===== src/rtl/blink_period_meter.sv =====
// Measures the clock-cycle interval between transitions of an asynchronous blink line.
// Also reports lock when successive intervals agree, and timeout when the line stops toggling.
module blink_period_meter #(
  parameter int CNT_W = 16,
  parameter int TOL   = 0
) (
  input  logic             clk_in1,
  input  logic             rst_n_in1,
  input  logic             led_in1,
  output logic [CNT_W-1:0] period_out1,
  output logic             valid_out1,
  output logic             locked_out1,
  output logic             timeout_out1
);

  typedef enum logic [1:0] {
    IDLE  = 2'd0,
    FIRST = 2'd1,
    RUN   = 2'd2
  } state_t;

  localparam logic [CNT_W-1:0] CNT_MAX = {CNT_W{1'b1}};
  localparam logic [CNT_W-1:0] CNT_ONE = CNT_W'(1);
  localparam logic [CNT_W-1:0] TOL_V   = CNT_W'(TOL);

  state_t           state_r;
  logic             s1_r;
  logic             s2_r;
  logic             prev_r;
  logic [CNT_W-1:0] cnt_r;
  logic             edge_det_s;
  logic [CNT_W-1:0] diff_s;
  logic             match_s;

  // Transition detect on the synchronized line; both polarities count.
  always_comb begin
    edge_det_s = s2_r ^ prev_r;
  end

  // Unsigned distance between the new interval and the one held on the output.
  always_comb begin
    diff_s = {CNT_W{1'b0}};
    if (cnt_r >= period_out1) begin
      diff_s = cnt_r - period_out1;
    end else begin
      diff_s = period_out1 - cnt_r;
    end
    match_s = (diff_s <= TOL_V);
  end

  // Synchronizer, interval counter and measurement FSM with registered outputs.
  always_ff @(posedge clk_in1 or negedge rst_n_in1) begin
    if (!rst_n_in1) begin
      s1_r         <= 1'b0;
      s2_r         <= 1'b0;
      prev_r       <= 1'b0;
      cnt_r        <= {CNT_W{1'b0}};
      state_r      <= IDLE;
      period_out1  <= {CNT_W{1'b0}};
      valid_out1   <= 1'b0;
      locked_out1  <= 1'b0;
      timeout_out1 <= 1'b0;
    end else begin
      s1_r       <= led_in1;
      s2_r       <= s1_r;
      prev_r     <= s2_r;
      valid_out1 <= 1'b0;
      case (state_r)
        IDLE: begin
          if (edge_det_s) begin
            cnt_r   <= CNT_ONE;
            state_r <= FIRST;
          end else begin
            cnt_r <= cnt_r;
          end
        end
        FIRST, RUN: begin
          // An edge landing on the saturating count still reports a valid period.
          if (edge_det_s) begin
            cnt_r        <= CNT_ONE;
            period_out1  <= cnt_r;
            valid_out1   <= 1'b1;
            timeout_out1 <= 1'b0;
            if (state_r == RUN) begin
              locked_out1 <= match_s;
            end else begin
              locked_out1 <= 1'b0;
            end
            state_r <= RUN;
          end else if (cnt_r == CNT_MAX) begin
            timeout_out1 <= 1'b1;
            locked_out1  <= 1'b0;
            state_r      <= IDLE;
          end else begin
            cnt_r <= cnt_r + CNT_ONE;
          end
        end
        default: begin
          state_r <= IDLE;
        end
      endcase
    end
  end

endmodule


===== config.mk =====
export PLATFORM = sky130hd
export DESIGN_NAME = blink_period_meter
export DESIGN_NICKNAME = d
export VERILOG_FILES = /design/src/rtl/blink_period_meter.sv
export SDC_FILE = /design/constraint.sdc
export NUM_CORES = 1
export LEC_CHECK = 0
export ABC_CLOCK_PERIOD_IN_PS = 2550
export CORE_MARGIN = 2
export CORE_UTILIZATION = 50
export CTS_CLUSTER_DIAMETER = 80
export DETAILED_ROUTE_END_ITERATION = 12
export PLACE_DENSITY = 0.72
export SKIP_LAST_GASP = 1
export SYNTH_ARGS = -nofsm -noshare
export SYNTH_HDL_FRONTEND = slang
export SYNTH_SLANG_ARGS = --single-unit

===== constraint.sdc =====
create_clock -name clk_in1 -period 2.55 [get_ports clk_in1]
set_input_delay 0.765 -clock clk_in1 [delete_from_list [all_inputs] [get_ports clk_in1]]
set_output_delay 0.765 -clock clk_in1 [all_outputs]
set_load 0.01 [all_outputs]

==> results of run 1 <==
cells by family (layout without fill, tap and decap cells):
group / count (synthesis) / after routing / share of synthesized area [%]
compound gates: 137 / 137 / 26.13
xor+xnor: 16 / 16 / 3.944
fa+ha+maj: 36 / 36 / 12.68
buf+inv: 61 / 142 / 7.253
flops: 40 / 40 / 28.17
mux: 3 / 3 / 0.8803
simple gates: 142 / 142 / 20.95
state kept, by name (all words and copies together) (netlist names):
name / count
locked_out1: 1
prev_r: 1
valid_out1: 1
period_out1: 16
s2_r: 1
timeout_out1: 1
state_r: 2
s1_r: 1
cnt_r: 16
final timing paths:
check,from,cells past startpoint,end,slack (ns)
max,period_out1[1],11,locked_out1,0.003
min,s1_r,0,s2_r,0.37
max reg2reg,period_out1[1],11,locked_out1,0.003
min reg2reg,s1_r,0,s2_r,0.37
max in group asynchronous,rst_n_in1,2,period_out1[11],1.64
min in group asynchronous,rst_n_in1,2,cnt_r[0],0.53
what timing repair did:
action | 4_1_cts | 5_1_grt
setup endpoints to repair | 1 | 5
buffers inserted | 0 | 4
hold buffers | 0 | 0
gates resized for setup | 10 | 35
pin swaps | 1 | 17
synth_stat cells (2+ instances only):
master,n
o2bb2ai_1,2
a21oi_1,32
buf_2,5
a221o_1,2
clkbuf_1,10
nand2_1,36
o31ai_2,2
inv_1,41
nor3_1,11
a41oi_1,4
o22ai_1,2
a311oi_1,2
buf_6,2
nand4_1,12
mux2i_1,2
nor4_1,4
nand3b_1,2
xor2_1,5
o21ai_1,3
nor3b_1,2
o21a_1,5
o41ai_1,2
xnor2_1,11
or4_1,2
nand2b_1,3
nor2_1,37
o31ai_1,3
a211o_1,2
buf_4,2
a21o_1,8
a211oi_1,6
and3_1,6
dfrtp_1,40
a31oi_1,6
nand4b_1,2
ha_1,36
and4_1,2
o21ai_0,39
nor2b_1,3
nand3_1,10
metal layers:
metal,up-vias,share of wire [%]
met1,1730,46
met4,0,2.6
met5,-,0
li1,1725,-
met3,35,4.4
met2,127,47
through the flow:
stage          utilization (%)  worst slack, ns  std cells  area (um^2)
6_report                 67.77         0.002776        612         4629
5_1_grt                  67.77          -0.1293        612         4629
4_1_cts                  64.69         0.002242        608         4419
3_5_place_dp             62.71         -0.08252        600         4284
3_3_place_gp             62.71          -0.1428        600         4284
2_1_floorplan                -           0.1070        435         3553
where the power goes:
group | switching, mW | total, mW | internal, mW
combinational | 1.69 | 3.05 | 1.37
sequential | 0.0511 | 0.754 | 0.702
clock | 0.251 | 0.445 | 0.195
total | 1.99 | 4.25 | 2.26
cell type report:
type	count	area, um^2	share of cell area, %
clock buffers	5	68.82	1.486
well taps	96	120.1	2.595
flip-flops and latches	40	1001	21.62
repair buffers	92	742.0	16.03
inverters	42	157.7	3.405
clock inverters	3	21.27	0.4595
multi-input cells	334	2519	54.41
worst reg2reg max path, stage by stage, from the launching register on:
cell and delay, ns:
dfrtp_1 0.38, inv_1 0.11, ha_4 0.21, nor2b_1 0.16, buf_4 0.14, o21ai_1 0.20, nand4b_1 0.23, nor3_1 0.27
nor3b_1 0.11, a211oi_2 0.27, a41oi_1 0.18, o31ai_2 0.19
==> impl_results.md, run 1 <==
* Slew Limit Fails at 0
* Clock-pin slew on the worst setup and hold paths at 0.09 ns
* Avg Inst Size Synth at 8.169 um^2
* Period minus WS final at 2.547 ns
* Setup crit end kind: flop
* Hold_ws at 0.3705 ns
* Commonest non-fill, non-tap cell in the layout: buf_4
* CP top delay family: compound AO/OA/AOI/OAI gates
* LEAKAGE at 2.080 nW
* PD cells at 918.0 nW/um^2
* Met1 Use GR at 40.06%
* Yosys warns at 0
* Largest net degree at the start of global routing at 41
* Core area at 6832 um^2
* Clock Sink Count at 40
* CP required at 2.77 ns
* GR Util met2 at 45.73%
* Starting Density at 52.01%
* Fraction of layout cells with a size suffix above 1 at 24.81%
* # setup viols final at 0
* Total grt overflow at 0
* Post-route ant nets at 0
* Die Ht at 88.30 um
* TNS Setup at 0 ns
* Slew @ Worst Pin at 0.8535 ns
* Most frequent cells in the layout: buf_4, inv_1, dfrtp_1
* IO Port Bufs at 21
* Post-synth design cell area at 3553 um^2
* Fillers at 581
* Final WL at 11.00 mm
* Yosys top cell area share at 28.17%
* # diodes at 0
* Final Cycle Share at 99.89%
* Fmax at 392.6 MHz
* Clk_skew at 0.005832 ns
* CP Class: flop to flop
* Placer Congestion at 1.002
* GR peak layer: met2
* Via Count at 3617
* Initial antenna violation count at 0
* Wire length per cell at 17.98 um
* Mapped Nets at 474
* Vias/cell at 5.910
* Std-Cell Rows at 30
* Skew-Pair Late Insertion Delay at 0.30 ns
* Peak supply drop at 794.1 uV
* Outcome: completed
* CP arrival at 2.76 ns
* Die footprint at 7797 um^2
* Area growth, synth to finish at 30.28%
* CP max stage delay at 0.38 ns
* Fin. Hold Viols at 0
* Worst hold path type: flop to flop
* Number of cells produced by synthesis at 435
* GRT Util Overall at 28.69%
* Clock Path Buffers at 2
* CP max FO at 3
* Tot Pwr at 4.250 mW
* Clock buffer count from CTS at 5
* Drt drc at 0
* Synth area leader: dfrtp_1
* RSZ-0062 raised after global routing: true
* Number of synthesized register bits at 40
* Crit path cell chain: inv_1, ha_4, nor2b_1, buf_4, o21ai_1, nand4b_1, nor3_1, nor3b_1, a211oi_2, a41oi_1, o31ai_2
* Dpl hpwl at 8.449 mm
* Post-synthesis cell type count at 69
* Maximum Capacitance Violations at 0
* Post-synthesis sequential area ratio at 28.17%
* Synth area leaders: dfrtp_1, ha_1, o21ai_0
* First-pass GRT wire length at 17.12 mm
* Htree depth at 2
* Nets@finish at 554
* Post-synth EDFFs at 0
* Ys flop type: dfrtp_1
* Die X at 88.30 um
* Boundary Pins at 22
* Startpoint Class: flop
* FFs w/ async S/R, synth at 100.0%
* Vias in the first global route at 3423
* DRT Pass-1 Iters at 5
* CTS tree: built
* Met3 GRT Util at 3.265%
* Worst Path Buf+Inv at 2
* Root buffer cell: clkbuf_8
* Initial DRC count at 238
* Slowest CP cell: dfrtp_1
* Max_slew headroom at 42.89%
Power figures use the tool's default switching activity.
==> inputs of run 2 (changes only) <==
--- a/config.mk
+++ b/config.mk
@@ -6,6 +6,7 @@
 export NUM_CORES = 1
 export LEC_CHECK = 0
 export ABC_CLOCK_PERIOD_IN_PS = 2550
+export CORE_ASPECT_RATIO = 1.1
 export CORE_MARGIN = 2
 export CORE_UTILIZATION = 50
 export CTS_CLUSTER_DIAMETER = 80
==> constraint.sdc (replaced) <==
create_clock -name clk_in1 -period 2.55 [get_ports clk_in1]
set_input_delay 0.255 -clock clk_in1 [delete_from_list [all_inputs] [get_ports clk_in1]]
set_output_delay 0.255 -clock clk_in1 [all_outputs]
set_load 0.01 [all_outputs]
==> impl_results.md, run 2 (synthesis results as in run 1) <==
* Outcome: finished with violations (was completed)
* Failing checks: negative setup slack
* Met2 WL at 5.139 mm (was 5.215 mm)
* DRT Pass-1 Iters at 5 (unchanged)
* Final Cycle Share at 105.8% (was 99.89%)
* CP max stage delay at 0.48 ns (was 0.38 ns)
* Cell Count Post-Placement at 575 (was 600)
* CTS Hold Bufs at 0 (unchanged)
* Vias in the first global route at 3560 (was 3423)
* CTS tree: built (unchanged)
* Skew-Pair Late Insertion Delay at 0.31 ns (was 0.30 ns)
* # diodes at 0 (unchanged)
* PD cells at 954.7 nW/um^2 (was 918.0 nW/um^2)
* Maximum Capacitance Violations at 0 (unchanged)
* Crit path cell chain: ha_2, nand2_1, nor2_1, a221o_1, a31o_1, a211oi_2, o21ai_0, nand3_1, o31ai_2 (was inv_1, ha_4, nor2b_1, buf_4, o21ai_1, nand4b_1, nor3_1, nor3b_1, a211oi_2, a41oi_1, o31ai_2)
* Hold_ws at 0.09024 ns (was 0.3705 ns)
* Clock Sink Count at 40 (unchanged)
* Vias/cell at 6.100 (was 5.910)
* Peak supply drop at 932.0 uV (was 794.1 uV)
* Clk_skew at 0.01202 ns (was 0.005832 ns)
* IO Port Bufs at 21 (unchanged)
* Boundary Pins at 22 (unchanged)
* FF-to-FF setup slack at -0.15 ns (was 0.003 ns)
* Initial antenna violation count at 0 (unchanged)
* Worst Path Buf+Inv at 0 (was 2)
* Starting Density at 51.01% (was 52.01%)
* Total grt overflow at 0 (unchanged)
* First-pass GRT wire length at 17.17 mm (was 17.12 mm)
* Largest net degree at the start of global routing at 41 (unchanged)
* M1 WL at 4.550 mm (was 5.014 mm)
* Max_slew headroom at 35.61% (was 42.89%)
* Setup crit end kind: flop (unchanged)
* Met3 wire len at 592 um (was 485 um)
* Root buffer cell: clkbuf_8 (unchanged)
* CP max FO at 10 (was 3)
* CP arrival at 2.93 ns (was 2.76 ns)
* Clock-pin slew on the worst setup and hold paths at 0.10 ns (was 0.09 ns)
* Commonest non-fill, non-tap cell in the layout: buf_4 (unchanged)
* Wire length per cell at 18.19 um (was 17.98 um)
* Die Ht at 92.42 um (was 88.30 um)
* Fraction of layout cells with a size suffix above 1 at 25.49% (was 24.81%)
* Core area at 6967 um^2 (was 6832 um^2)
* Htree depth at 2 (unchanged)
* Post-route ant nets at 0 (unchanged)
* Initial DRC count at 273 (was 238)
* Std-Cell Rows at 32 (was 30)
* Most frequent cells in the layout: buf_4, dfrtp_1, o21ai_0 (was buf_4, inv_1, dfrtp_1)
* LEAKAGE at 2.039 nW (was 2.080 nW)
* Final worst slack at -0.1472 ns (was 0.002776 ns)
* Nets@finish at 544 (was 554)
* Startpoint Class: flop (unchanged)
* Dpl hpwl at 8.006 mm (was 8.449 mm)
* Fin cells at 591 (was 612)
* Top sig layer: met4 (unchanged)
* RSZ-0062 raised after global routing: true (unchanged)
* GRT Util Overall at 27.41% (was 28.69%)
* Clock buffer count from CTS at 5 (unchanged)
* Placer Congestion at 1.125 (was 1.002)
* Period minus WS final at 2.697 ns (was 2.547 ns)
* CP top delay family: compound AO/OA/AOI/OAI gates (unchanged)
* Slew Limit Fails at 0 (unchanged)
* CP Class: flop to flop (unchanged)
* Area growth, synth to finish at 28.10% (was 30.28%)
* Fin. Hold Viols at 0 (unchanged)
* Slowest CP cell: ha_2 (was dfrtp_1)
* Worst hold path type: input port to async pin (was flop to flop)
* Die X at 84.38 um (was 88.30 um)
* Via Count at 3605 (was 3617)
* CP required at 2.78 ns (was 2.77 ns)
* Fmax at 370.7 MHz (was 392.6 MHz)
* # setup viols final at 1 (was 0)
* Die footprint at 7798 um^2 (was 7797 um^2)
* Slew @ Worst Pin at 0.9659 ns (was 0.8535 ns)
* Biggest regs: cnt_r (16), period_out1 (16), state_r (2) (unchanged)
* Final WL at 10.75 mm (was 11.00 mm)
* Clock Path Buffers at 2 (unchanged)
* Place WS at -0.08754 ns (was -0.08252 ns)
* TNS Setup at -0.1472 ns (was 0 ns)
* Drt drc at 0 (unchanged)
* Fillers at 601 (was 581)
-- run 2: where the power goes --
group	leakage [nW]	switching [mW]	total [mW]	internal [mW]
sequential	0.537	0.0583	0.761	0.703
combinational	1.46	1.71	3.13	1.42
clock	0.0445	0.261	0.456	0.195
total	2.04	2.03	4.35	2.32
-- run 2: worst paths after layout --
check / end / cells after the start / startpoint
worst min-delay path: period_out1[3] / 1 / rst_n_in1
min in group clk_in1: s2_r / 0 / s1_r
max in group asynchronous: cnt_r[5] / 1 / rst_n_in1
worst min register to register: s2_r / 0 / s1_r
worst max-delay path: locked_out1 / 9 / cnt_r[7]
worst max register to register: locked_out1 / 9 / cnt_r[7]
-- run 2: layout make-up --
| cell class | count | area (um^2) | area share, % |
|---|---|---|---|
| clock buffer | 5 | 68.82 | 1.512 |
| clock inverter | 3 | 21.27 | 0.4673 |
| inverter | 42 | 157.7 | 3.463 |
| multi-input combinational | 334 | 2520 | 55.36 |
| sequential | 40 | 1003 | 22.05 |
| tap | 85 | 106.4 | 2.336 |
| timing repair buffer | 82 | 674.4 | 14.82 |
-- run 2: per-stage QoR --
step | util, % | cell area, um^2 | total power, mW
floorplan | - | 3553 | 2.576
detailed placement | 59.79 | 4165 | 3.295
CTS | 61.58 | 4290 | 3.777
finish | 65.34 | 4552 | 4.346
global placement | 59.79 | 4165 | 3.259
global route | 65.34 | 4552 | 4.581
-- run 2: what timing repair did --
| action | CTS | global route |
|---|---|---|
| pin swaps | 3 | 14 |
| resized for setup | 7 | 49 |
| endpoints found under the setup margin | 1 | 2 |
| setup buffers | 0 | 8 |
-- run 2: metal layers --
metal	GRT usage (%)	vias to the layer above
li1	-	1706
met5	0	-
met4	12.43	0
met2	45.83	158
met3	3.476	43
met1	35.44	1698
==> inputs of run 3 (changes only) <==
--- a/config.mk
+++ b/config.mk
@@ -8,10 +8,10 @@
 export ABC_CLOCK_PERIOD_IN_PS = 2550
 export CORE_ASPECT_RATIO = 1.1
 export CORE_MARGIN = 2
-export CORE_UTILIZATION = 50
+export CORE_UTILIZATION = 55
 export CTS_CLUSTER_DIAMETER = 80
 export DETAILED_ROUTE_END_ITERATION = 12
-export PLACE_DENSITY = 0.72
+export PLACE_DENSITY = 0.78
 export SKIP_LAST_GASP = 1
 export SYNTH_ARGS = -nofsm -noshare
 export SYNTH_HDL_FRONTEND = slang
==> impl_results.md, run 3 (synthesis results as in run 1) <==
* PD cells at 933.8 nW/um^2 (was 954.7 nW/um^2)
* Via Count at 3646 (was 3605)
* Core area at 6193 um^2 (was 6967 um^2)
* Setup crit start: period_out1[1] (was cnt_r[7])
* Initial DRC count at 275 (was 273)
* Vias in the first global route at 3441 (was 3560)
* Setup crit end kind: flop (unchanged)
* Clock Sink Count at 40 (unchanged)
* Design area at 4589 um^2 (was 4552 um^2)
* Die X at 80.64 um (was 84.38 um)
* FF-to-FF setup slack at 0.05 ns (was -0.15 ns)
* Biggest regs: cnt_r (16), period_out1 (16), state_r (2) (unchanged)
* First-pass GRT wire length at 16.68 mm (was 17.17 mm)
* GR Util met2 at 52.95% (was 45.83%)
* TNS Setup at 0 ns (was -0.1472 ns)
* Clk_skew at 0.01281 ns (was 0.01202 ns)
* Met1 Use GR at 40.36% (was 35.44%)
* Nets@finish at 550 (was 544)
* Startpoint Class: flop (unchanged)
* Slew Limit Fails at 0 (unchanged)
* CP arrival at 2.71 ns (was 2.93 ns)
* Met3 GRT Util at 3.571% (was 3.476%)
* Die footprint at 7121 um^2 (was 7798 um^2)
* Wire length per cell at 18.14 um (was 18.19 um)
* Commonest non-fill, non-tap cell in the layout: buf_4 (unchanged)
* Most frequent cells in the layout: buf_4, dfrtp_1, o21ai_0 (unchanged)
* CP required at 2.76 ns (was 2.78 ns)
* Largest net degree at the start of global routing at 41 (unchanged)
* LEAKAGE at 2.065 nW (was 2.039 nW)
* Root buffer cell: clkbuf_8 (unchanged)
* Final Cycle Share at 97.95% (was 105.8%)
* # setup viols final at 0 (was 1)
* Vias/cell at 6.159 (was 6.100)
* Placer Congestion at 0.9340 (was 1.125)
* Period minus WS final at 2.498 ns (was 2.697 ns)
* Skew-Pair Late Insertion Delay at 0.30 ns (was 0.31 ns)
* Reg2Reg Depth at 10 (was 9)
* RSZ-0062 raised after global routing: true (unchanged)
* Die Ht at 88.30 um (was 92.42 um)
* Initial antenna violation count at 0 (unchanged)
* Place WS at -0.02212 ns (was -0.08754 ns)
* GRT Util Overall at 30.59% (was 27.41%)
* Max_slew headroom at 38.29% (was 35.61%)
* Tot Pwr at 4.286 mW (was 4.346 mW)
* Placed Area at 4227 um^2 (was 4165 um^2)
* Maximum Capacitance Violations at 0 (unchanged)
* Post-route ant nets at 0 (unchanged)
* Final WL at 10.74 mm (was 10.75 mm)
* # diodes at 0 (unchanged)
* Area growth, synth to finish at 29.15% (was 28.10%)
* Fraction of layout cells with a size suffix above 1 at 24.41% (was 25.49%)
* CP max FO at 5 (was 10)
* DRT Pass-1 Iters at 5 (unchanged)
* Htree depth at 2 (unchanged)
* CTS tree: built (unchanged)
* IO Port Bufs at 21 (unchanged)
* Worst hold path type: input port to async pin (unchanged)
* Outcome: completed (was finished with violations)
* Dpl hpwl at 7.857 mm (was 8.006 mm)
* Drt drc at 0 (unchanged)
* Fin. Hold Viols at 0 (unchanged)
* Reg2reg end: locked_out1 (unchanged)
* Clock-pin slew on the worst setup and hold paths at 0.09 ns (was 0.10 ns)
* Starting Density at 57.37% (was 51.01%)
* Std-Cell Rows at 30 (was 32)
* Worst r2r src: period_out1[1] (was cnt_r[7])
* GR peak layer: met2 (unchanged)
* Clock buffer count from CTS at 5 (unchanged)
* Total grt overflow at 0 (unchanged)
* Slew @ Worst Pin at 0.9257 ns (was 0.9659 ns)
* CP Class: flop to flop (unchanged)
* Boundary Pins at 22 (unchanged)
* Critical path capture point: locked_out1 (unchanged)
* Clock Path Buffers at 2 (unchanged)
* Peak supply drop at 926.9 uV (was 932.0 uV)
* CTS Hold Bufs at 0 (unchanged)
* Fmax at 400.3 MHz (was 370.7 MHz)
* Final worst slack at 0.05218 ns (was -0.1472 ns)
-- run 3: changes by cell type in the layout (fill, tap and decap cells not counted), sizes merged --
cell,before,now
buf,62,68
bufinv,0,1
clkbuf,5,6
inv,43,41
-- run 3: stage by stage --
step,instances,utilization [%],hold slack (ns)
6_report,592,74.10,0.09019
2_1_floorplan,435,-,-0.04059
3_3_place_gp,579,68.24,0.3482
5_1_grt,592,74.10,0.1644
4_1_cts,589,70.44,0.1205
3_5_place_dp,579,68.24,0.3380
-- run 3: area by class of cell --
| cell class | instances | area [um^2] |
|---|---|---|
| Clock inverter | 2 | 35.03 |
| Fill cell | 468 | 1604 |
| Multi-Input combinational cell | 334 | 2506 |
| Clock buffer | 6 | 72.57 |
| Timing Repair Buffer | 88 | 711.9 |
| Inverter | 42 | 161.4 |
| Tap cell | 80 | 100.1 |
| Sequential cell | 40 | 1002 |
-- run 3: repair_timing --
| action | in CTS | in global routing |
|---|---|---|
| pin swaps | 4 | 19 |
| gates resized for setup | 3 | 39 |
| setup buffers | 2 | 3 |
| setup endpoints to repair | 1 | 4 |
| hold endpoints to repair | 0 | 0 |
-- run 3: how the worst min path moves through the flow --
stage                      to  slack, ns  cells after the start       from
6_report             cnt_r[0]       0.09                      1  rst_n_in1
5_1_grt        period_out1[1]       0.16                      1  rst_n_in1
4_1_cts        period_out1[1]       0.12                      1  rst_n_in1
3_5_place_dp             s2_r       0.34                      0       s1_r
3_3_place_gp             s2_r       0.35                      0       s1_r
2_1_floorplan        cnt_r[0]      -0.04                      0  rst_n_in1
-- run 3: power breakdown --
part	internal, mW	switching, mW
Sequential	0.703	0.0568
Clock	0.291	0.238
Combinational	1.41	1.59
Total	2.40	1.89
-- run 3: worst max-delay path, cell delays in order, from the launching register on --
cell	delay, ns
dfrtp_1	0.40
inv_2	0.09
ha_4	0.22
nor2b_4	0.15
o31ai_4	0.31
a31oi_4	0.16
a221o_1	0.33
a31oi_1	0.20
xor2_1	0.20
a41oi_2	0.14
o31ai_2	0.21
-- run 3: layer usage --
metal | share of wire [%] | vias up | wire [um]
met5 | 0 | - | 0
met1 | 43 | 1743 | 4624
met2 | 49 | 159 | 5209
li1 | - | 1714 | -
met3 | 5.6 | 30 | 606
met4 | 2.8 | 0 | 297
